$ cat src/rtl/sal_wr_data_path.sv
// Write-data path: buffers AXI W beats and replays them on DFI a programmable latency after each write grant.
// Optional macro SAL_WR_EARLY_BRESP_EN returns the B response on W acceptance instead of after DFI transmission.
module sal_wr_data_path #(
    parameter int DATA_WIDTH = 128,
    parameter int ID_WIDTH   = 4,
    parameter int BURST_LEN  = 2,
    parameter int DEPTH_LG2  = 3,
    parameter int MAX_LAT    = 15
) (
    input  logic                          clk,
    input  logic                          rst_n,
    input  logic [$clog2(MAX_LAT+1)-1:0]  dfi_wren_lat_i,
    input  logic                          wr_gnt_i,
    input  logic                          wvalid_i,
    output logic                          wready_o,
    input  logic [ID_WIDTH-1:0]           wid_i,
    input  logic [DATA_WIDTH-1:0]         wdata_i,
    input  logic [DATA_WIDTH/8-1:0]       wstrb_i,
    input  logic                          wlast_i,
    output logic                          bvalid_o,
    input  logic                          bready_i,
    output logic [ID_WIDTH-1:0]           bid_o,
    output logic [1:0]                    bresp_o,
    output logic                          dfi_wrdata_en_o,
    output logic [DATA_WIDTH-1:0]         dfi_wrdata_o,
    output logic [DATA_WIDTH/8-1:0]       dfi_wrdata_mask_o,
    output logic                          err_underflow_o
);

    localparam int MASK_W  = DATA_WIDTH / 8;
    localparam int LAT_W   = $clog2(MAX_LAT + 1);
    localparam int SR_W    = MAX_LAT + BURST_LEN;
    localparam int IDX_W   = $clog2(SR_W);
    localparam int ENTRY_W = DATA_WIDTH + MASK_W + 1;
    localparam int DEPTH   = 1 << DEPTH_LG2;
    localparam int PTR_W   = DEPTH_LG2 + 1;
    localparam logic [SR_W-1:0] GNT_ONES = SR_W'((1 << BURST_LEN) - 1);

    logic [ENTRY_W-1:0]   data_mem_q [DEPTH];
    logic [ID_WIDTH-1:0]  id_mem_q   [DEPTH];

    logic [PTR_W-1:0]     data_wp_q, data_wp_d, data_rp_q, data_rp_d;
    logic [PTR_W-1:0]     id_wp_q, id_wp_d, id_rp_q, id_rp_d;
    logic [SR_W-1:0]      sr_q, sr_d;
    logic                 err_q, err_d;

    logic                 data_empty, data_full, id_empty, id_full;
    logic                 w_push, id_push, data_pop, b_hs;
    logic [ENTRY_W-1:0]   head;
    logic                 head_last;
    logic [LAT_W-1:0]     lat_eff;
    logic [IDX_W-1:0]     tap_idx;
    logic [SR_W-1:0]      sr_tap;

    always_comb begin
        data_empty = (data_wp_q == data_rp_q);
        data_full  = (data_wp_q[DEPTH_LG2-1:0] == data_rp_q[DEPTH_LG2-1:0]) &&
                     (data_wp_q[DEPTH_LG2] != data_rp_q[DEPTH_LG2]);
        id_empty   = (id_wp_q == id_rp_q);
        id_full    = (id_wp_q[DEPTH_LG2-1:0] == id_rp_q[DEPTH_LG2-1:0]) &&
                     (id_wp_q[DEPTH_LG2] != id_rp_q[DEPTH_LG2]);

        // The window of ones sits at bits 0..BURST_LEN-1 one cycle after the grant,
        // so tapping its top bit at L+BURST_LEN-2 makes the first beat land L cycles after the grant.
        lat_eff = (dfi_wren_lat_i == '0) ? LAT_W'(1) : dfi_wren_lat_i;
        tap_idx = IDX_W'(int'(lat_eff) + BURST_LEN - 2);
        sr_tap  = sr_q >> tap_idx;

        dfi_wrdata_en_o   = sr_tap[0];
        head              = data_mem_q[data_rp_q[DEPTH_LG2-1:0]];
        dfi_wrdata_o      = head[ENTRY_W-1 -: DATA_WIDTH];
        dfi_wrdata_mask_o = head[MASK_W:1];
        head_last         = head[0];

        wready_o        = ~data_full & ~id_full;
        bid_o           = id_mem_q[id_rp_q[DEPTH_LG2-1:0]];
        bresp_o         = 2'b00;
        err_underflow_o = err_q;

        w_push   = wvalid_i & wready_o;
        id_push  = w_push & wlast_i;
        data_pop = dfi_wrdata_en_o & ~data_empty;
    end

`ifdef SAL_WR_EARLY_BRESP_EN
    logic unused_head_last;
    assign unused_head_last = head_last;

    always_comb begin
        bvalid_o = ~id_empty;
        b_hs     = bvalid_o & bready_i;
    end
`else
    logic [PTR_W-1:0] cnt_q, cnt_d;

    // Responses become visible only once the last beat of a burst has left on DFI.
    always_comb begin
        bvalid_o = (cnt_q != '0) & ~id_empty;
        b_hs     = bvalid_o & bready_i;
        cnt_d    = cnt_q;
        case ({data_pop & head_last, b_hs})
            2'b10:   cnt_d = cnt_q + PTR_W'(1);
            2'b01:   cnt_d = cnt_q - PTR_W'(1);
            default: cnt_d = cnt_q;
        endcase
    end

    always_ff @(posedge clk) begin
        if (!rst_n) cnt_q <= '0;
        else        cnt_q <= cnt_d;
    end
`endif

    always_comb begin
        data_wp_d = data_wp_q + PTR_W'(w_push);
        data_rp_d = data_rp_q + PTR_W'(data_pop);
        id_wp_d   = id_wp_q + PTR_W'(id_push);
        id_rp_d   = id_rp_q + PTR_W'(b_hs);
        sr_d      = {sr_q[SR_W-2:0], 1'b0} | (wr_gnt_i ? GNT_ONES : '0);
        err_d     = err_q | (dfi_wrdata_en_o & data_empty);
    end

    always_ff @(posedge clk) begin
        if (!rst_n) begin
            data_wp_q <= '0;
            data_rp_q <= '0;
            id_wp_q   <= '0;
            id_rp_q   <= '0;
            sr_q      <= '0;
            err_q     <= 1'b0;
        end else begin
            data_wp_q <= data_wp_d;
            data_rp_q <= data_rp_d;
            id_wp_q   <= id_wp_d;
            id_rp_q   <= id_rp_d;
            sr_q      <= sr_d;
            err_q     <= err_d;
        end
    end

    // Storage arrays need no reset: pointers alone define which entries are valid.
    always_ff @(posedge clk) begin
        if (w_push)  data_mem_q[data_wp_q[DEPTH_LG2-1:0]] <= {wdata_i, ~wstrb_i, wlast_i};
        if (id_push) id_mem_q[id_wp_q[DEPTH_LG2-1:0]]     <= wid_i;
    end

endmodule

$ cat config.mk
export PLATFORM = sky130hd
export DESIGN_NAME = sal_wr_data_path
export DESIGN_NICKNAME = d
export VERILOG_FILES = /design/src/rtl/sal_wr_data_path.sv
export SDC_FILE = /design/constraint.sdc
export NUM_CORES = 1
export LEC_CHECK = 0
export ABC_CLOCK_PERIOD_IN_PS = 22100
export CAP_MARGIN = 20
export CORE_MARGIN = 2
export CORE_UTILIZATION = 40
export CTS_BUF_LIST = sky130_fd_sc_hd__clkbuf_4 sky130_fd_sc_hd__clkbuf_8
export DETAILED_ROUTE_END_ITERATION = 6
export PLACE_DENSITY = 0.57
export SYNTH_ARGS = -nofsm -noshare
export SYNTH_HDL_FRONTEND = slang
export SYNTH_SLANG_ARGS = --single-unit
$ cat constraint.sdc
create_clock -name clk -period 22.1 [get_ports clk]
set_input_delay 2.21 -clock clk [delete_from_list [all_inputs] [get_ports clk]]
set_output_delay 2.21 -clock clk [all_outputs]
set_load 0.02 [all_outputs]
### Word-level counts from Yosys, hierarchy flattened

Memories as Yosys holds them, arrays and structs flattened. A register that Yosys moved wholly into a read port is not among the register bits.
Cells that the tools add are included.
Widths: inputs -> output; s select.

| storage, ports and cells | value |
|---|---|
| register bits | 38 |
| latch bits | 0 |
| RAM bits | 1192 |
| memory bits (read-only) | 0 |
| memories | 2 |

Memory list:

| memory | words | width | read ports | clocked after memory_dff | write ports | line | text |
|---|---|---|---|---|---|---|---|
| data_mem_q | 8 | 145 | 1 | 1 | 1 | 39 | `logic [ENTRY_W-1:0] data_mem_q [DEPTH];` |
| id_mem_q | 8 | 4 | 1 | 1 | 1 | 40 | `logic [ID_WIDTH-1:0] id_mem_q [DEPTH];` |

| cells by class | value |
|---|---|
| add/sub/neg operators | 8 |
| multiply operators | 0 |
| divide/modulo/power cells | 0 |
| order comparisons | 0 |
| equality and inequality tests | 8 |
| shift operators | 1 |
| muxes and demuxes | 9 |
| bitwise logic cells | 15 |
| reduce and logical (&&, ||, !) cells | 5 |

Operators by type and width:

| cell | number |
|---|---|
| $or 17x2->17 | 1 |
| $shr 17x5->1 | 1 |
| $add 4x1->4 | 4 |
| $not 16->16 | 1 |
| $and 1x1->1 | 8 |
| $eq 4x4->1 | 2 |
| $pmux 4 s2 | 1 |
| $eq 3x3->1 | 2 |
| $mux 3 | 2 |
| $add 4x2->5 const B | 1 |
| $sub 5x2->5 const B | 1 |
| $add 4x1->4 const B | 1 |
| $logic_not 4->1 | 1 |
| $mux 1 | 4 |
| $mux 4 | 1 |
| $not 1->1 | 4 |
| $reduce_bool 4->1 | 1 |
| $sub 4x1->4 const B | 1 |
| $eq 2x1->1 const B | 1 |
| $eq 2x2->1 const B | 1 |
| $logic_and 1x1->1 | 2 |
| $mux 2 | 1 |
| $ne 1x1->1 | 2 |
| $reduce_bool 2->1 | 1 |
| $or 1x1->1 | 1 |

### Depth between registers and ports, before layout

| logic depth | value |
|---|---|
| depth after elaboration | 9 |
| mapped depth | 13 |
| gate-level depth less buffers | 12 |

### Worst setup path after synthesis

OpenSTA, ideal clock, no wires.

| timing path | value |
|---|---|
| path kind | input port to flip-flop |
| from | input port wvalid_i |
| to | memory data_mem_q[0][0] (netlist bit), enable pin |
| setup time | 828 ps |
| arrival time | 12339 ps |
| data required time | 21272 ps |
| slack | 8933 ps |
| cell stages on the path | 4 |
| buffers on the path | 1 |
| path through | and3_1 > buf_6 > nand2b_2 > nor3_1 |

| on the way | value |
|---|---|
| longest elaborated chain between the ends | 3 |

RTL lines:

| element | line | text |
|---|---|---|
| from (decl) | 14 | `input logic wvalid_i,` |
| $and 1x1->1 | 80 | `w_push = wvalid_i & wready_o;` |
| $mux 1 | 143 | `if (w_push) data_mem_q[data_wp_q[DEPTH_LG2-1:0]] <= {wdata_i, ~wstrb_i, wlast_i};` |
| $mux 1 (not written as such) | 143 |  |
| to (decl) | 39 |  |

Every way passes these cells.

==> flow_metrics.tcl <==
set metrics [dict create \
    drc_errors 0 \
    top_layer "met5" \
    multi_input_area_um2 9470 \
    post-place-ws_ns 14.95 \
    grt_usage 0.168 \
    dieHeight_um 345 \
    status "complete, no violations" \
    hold_viol_final 0 \
    initial_utilization 0.402 \
    cp.arrival_ns 5.75 \
    cts_buffers 199 \
    synth_area_per_cell_um2 24.1 \
    postCtsSetupBuffers 0 \
    avgRoutedWirePerCell_um 24.4 \
    drt-initial-drc-count 1261 \
    fin_worst_skew_ns 0.0414 \
    ir_drop_uv 55.7 \
    fmax_mhz 126 \
    switching_share 0.230 \
    ant_nets 0 \
    cts_hold_buf 0 \
    hold_ws_ns 0.453 \
    endpoint_kind "primary output" \
    slew_headroom 0.243 \
    seq_area_um2 36500 \
    worst_slack_ns 14.14 \
    seqPwrFrac 0.517 \
    setup_tns_ns 0 \
    dieArea_um2 119000 \
    nFillCells 9500 \
    antenna_found_initial 10 \
    crit_fanout 66 \
    clock_latency_ns 0.86 \
    clkSlewWorstSetupHoldPaths_ns 0.06 \
    ys_ff_latch 1229 \
    num_vias 21000 \
    core-area_um2 116000 \
    cts_buffer_depth 3 \
    p_per_area_nw_per_um2 92.0 \
    io_pins 312 \
    setup-violations-final 0 \
    yosysSeqAreaShare 0.785 \
    drt-met1-wl_mm 41.3 \
    wl_mm 99.5 \
    p_sw_mw 1.17 \
    fin_crit_sh 0.360 \
    rows 125 \
    grt_max_degree 113 \
    netlist_area_um2 46500 \
    p_total_mw 5.10 \
    slew_viol_final 0 \
    grt_pass1_vias 23100 \
    nNetsFinal 2557 \
    tightest_slew_ns 1.13 \
    cts-root-buf "clkbuf_8" \
    post_cts_resized 0 \
    syn-instance-count 1932 \
    grt_overflow 0 \
    fin_crit_ns 7.96 \
    hold_class "reg2reg" \
    clock-sinks 1229 \
    route.met2.wl_mm 50.6 \
    start_kind "register" \
    portBuffers 309 \
    cts_htree_levels 4 \
    yosysWarnings 0 \
    cp.required_ns 19.89 \
    clock_power_share 0.373 \
    drive_above_1_share 0.320 \
    dr_wl_met3_mm 5.80 \
    grt_pass1_wl_mm 149 \
    gp_congestion 0.712 \
    criticalPathCategory "reg2out" \
    rsz0062_at_grt "false" \
    cts_tree "built" \
    max_cap_violations 0 \
    die_w_um 345 \
    area_delta_synth_final_pct 19.0 \
    synth_cell_types 42 \
    leakage_nw 17.3 \
    power.internal_mw 3.93 \
    dp_hpwl_mm 51.8 \
    detail_route.vias_per_cell 5.14 \
    drtPass1Iterations 5 \
    power_frac_comb 0.110 \
]
-- layout by cell type, fill, tap and decap left out, drive strengths merged, types with 2 or more instances in the layout --
| cell type | netlist | routed |
|---|---|---|
| mux2i | 5 | 5 |
| bufinv | 0 | 5 |
| dfxtp | 37 | 37 |
| inv | 16 | 19 |
| o21a | 4 | 4 |
| clkinvlp | 0 | 5 |
| a21boi | 2 | 2 |
| and2 | 36 | 36 |
| ha | 11 | 11 |
| nor3 | 7 | 7 |
| xnor2 | 7 | 7 |
| nand2 | 5 | 5 |
| xor2 | 12 | 12 |
| buf | 60 | 41 |
| and3 | 2 | 2 |
| a31oi | 2 | 2 |
| clkdlybuf4s50 | 0 | 309 |
| nand3 | 6 | 6 |
| nor4bb | 2 | 2 |
| nand2b | 5 | 5 |
| conb | 1 | 2 |
| diode | 0 | 2 |
| clkbuf | 36 | 267 |
| clkinv | 0 | 87 |
| or4 | 3 | 3 |
| mux4 | 298 | 298 |
| nor2 | 15 | 15 |
| edfxtp | 1192 | 1192 |
| a21oi | 4 | 4 |
| o21ai | 4 | 4 |
| nor2b | 2 | 2 |
| mux2 | 151 | 151 |
-- cell type report --
| type | instances | share of cell area |
|---|---|---|
| diodes | 2 | 0.0000904 |
| clock buffers | 267 | 0.0591 |
| clock inverters | 100 | 0.0114 |
| inverters | 16 | 0.00108 |
| multi-input cells | 592 | 0.171 |
| flip-flops and latches | 1229 | 0.660 |
| well taps | 1524 | 0.0344 |
| repair buffers | 350 | 0.0628 |
-- cells by family after synthesis --
| group | count (synthesis) | synth area share |
|---|---|---|
| AOI/OAI and AO/OA | 19 | 0.00264 |
| buffers and inverters | 112 | 0.0124 |
| other | 1 | 0.0000806 |
| adders and majority gates | 11 | 0.00296 |
| and+or+nand+nor | 87 | 0.0111 |
| xor gates and xnor gates | 19 | 0.00358 |
| muxes | 454 | 0.182 |
| DFF | 1229 | 0.785 |
-- power by group through the flow --
stage	clock (mW)	combinational, mW	sequential (mW)
4_1_cts	1.97	0.576	2.64
3_3_place_gp	0	0.568	2.68
5_1_grt	2.07	0.603	2.64
3_5_place_dp	0	0.573	2.68
6_report	1.90	0.562	2.63
2_1_floorplan	0	0.354	2.69
-- metrics by stage --
step / utilization / cells / instance area (µm²)
floorplan: - / 1933 / 46500
global placement: 0.444 / 3708 / 51400
detailed placement: 0.444 / 3709 / 51400
CTS: 0.478 / 4076 / 55300
global route: 0.478 / 4079 / 55400
finish: 0.478 / 4080 / 55400
-- per-layer routing --
layer  GRT usage  up-vias
li1            -     9130
met1       0.211    11200
met2       0.285      453
met3      0.0476      156
met4      0.0500       16
met5           0        -
-- synthesized netlist by cell type --
| library cell | count | share of area |
|---|---|---|
| edfxtp_1 | 1192 | 0.77 |
| mux4_2 | 298 | 0.14 |
| inv_1 | 16 | 0.0013 |
| buf_4 | 3 | 0.00048 |
| nand3_2 | 1 | 0.00022 |
| nor4bb_1 | 2 | 0.00043 |
| buf_1 | 16 | 0.0013 |
| buf_6 | 15 | 0.0036 |
| nand2b_1 | 4 | 0.00054 |
| xnor2_1 | 7 | 0.0013 |
| nand2_1 | 4 | 0.00032 |
| a22o_1 | 1 | 0.00019 |
| nor4_1 | 1 | 0.00013 |
| nor2b_1 | 2 | 0.00027 |
| o21a_1 | 4 | 0.00065 |
| or4_1 | 3 | 0.00048 |
| or3_1 | 1 | 0.00013 |
| and3_1 | 2 | 0.00027 |
| nor2_1 | 15 | 0.0012 |
| nand3_1 | 5 | 0.00054 |
| xor2_1 | 12 | 0.0023 |
| mux2_2 | 151 | 0.037 |
| nand3b_4 | 1 | 0.00043 |
| o21ai_1 | 1 | 0.00011 |
| mux2i_1 | 5 | 0.0011 |
| clkbuf_1 | 35 | 0.0028 |
| dfxtp_1 | 37 | 0.016 |
| buf_2 | 26 | 0.0028 |
| nand2_2 | 1 | 0.00013 |
| nor3b_1 | 1 | 0.00016 |
| nor3_1 | 7 | 0.00075 |
| a211oi_1 | 1 | 0.00016 |
| a21oi_1 | 4 | 0.00043 |
| o21ai_0 | 3 | 0.00032 |
| conb_1 | 1 | 0.000081 |
| and2_1 | 36 | 0.0048 |
| clkbuf_2 | 1 | 0.00011 |
| a21boi_0 | 2 | 0.00032 |
| nand2b_2 | 1 | 0.00019 |
| ha_1 | 11 | 0.0030 |
| a31oi_1 | 2 | 0.00027 |
| a311oi_1 | 1 | 0.00019 |
-- final timing paths --
kind | start | end | slack, ns | depth (start not counted)
setup / recovery | data_rp_q[1]$_SDFF_PN0_ | dfi_wrdata_o[7] | 14.14 | 6
hold / removal | sr_q[9]$_SDFF_PN0_ | sr_q[10]$_SDFF_PN0_ | 0.45 | 1
setup reg to reg | data_rp_q[1]$_SDFF_PN0_ | data_mem_q[4][17]$_DFFE_PP_ | 17.56 | 7
hold reg to reg | sr_q[9]$_SDFF_PN0_ | sr_q[10]$_SDFF_PN0_ | 0.45 | 1
-- registers in the layout, summed over array words and instances, names as in the netlist --
name             flops
data_mem_q        1160
id_mem_q            32
sr_q                16
cnt_q                4
data_rp_q            4
data_wp_q            4
id_rp_q              4
id_wp_q              4
err_underflow_o      1
-- worst max-delay path, cell delays in order, from the launching register on --
cell,delay (ns)
dfxtp_4,0.87
buf_4,0.73
buf_4,0.88
buf_4,0.86
mux4_2,0.41
mux2_2,0.28
clkdlybuf4s50_1,0.61
Note: power is estimated with default switching activity, not from simulation.
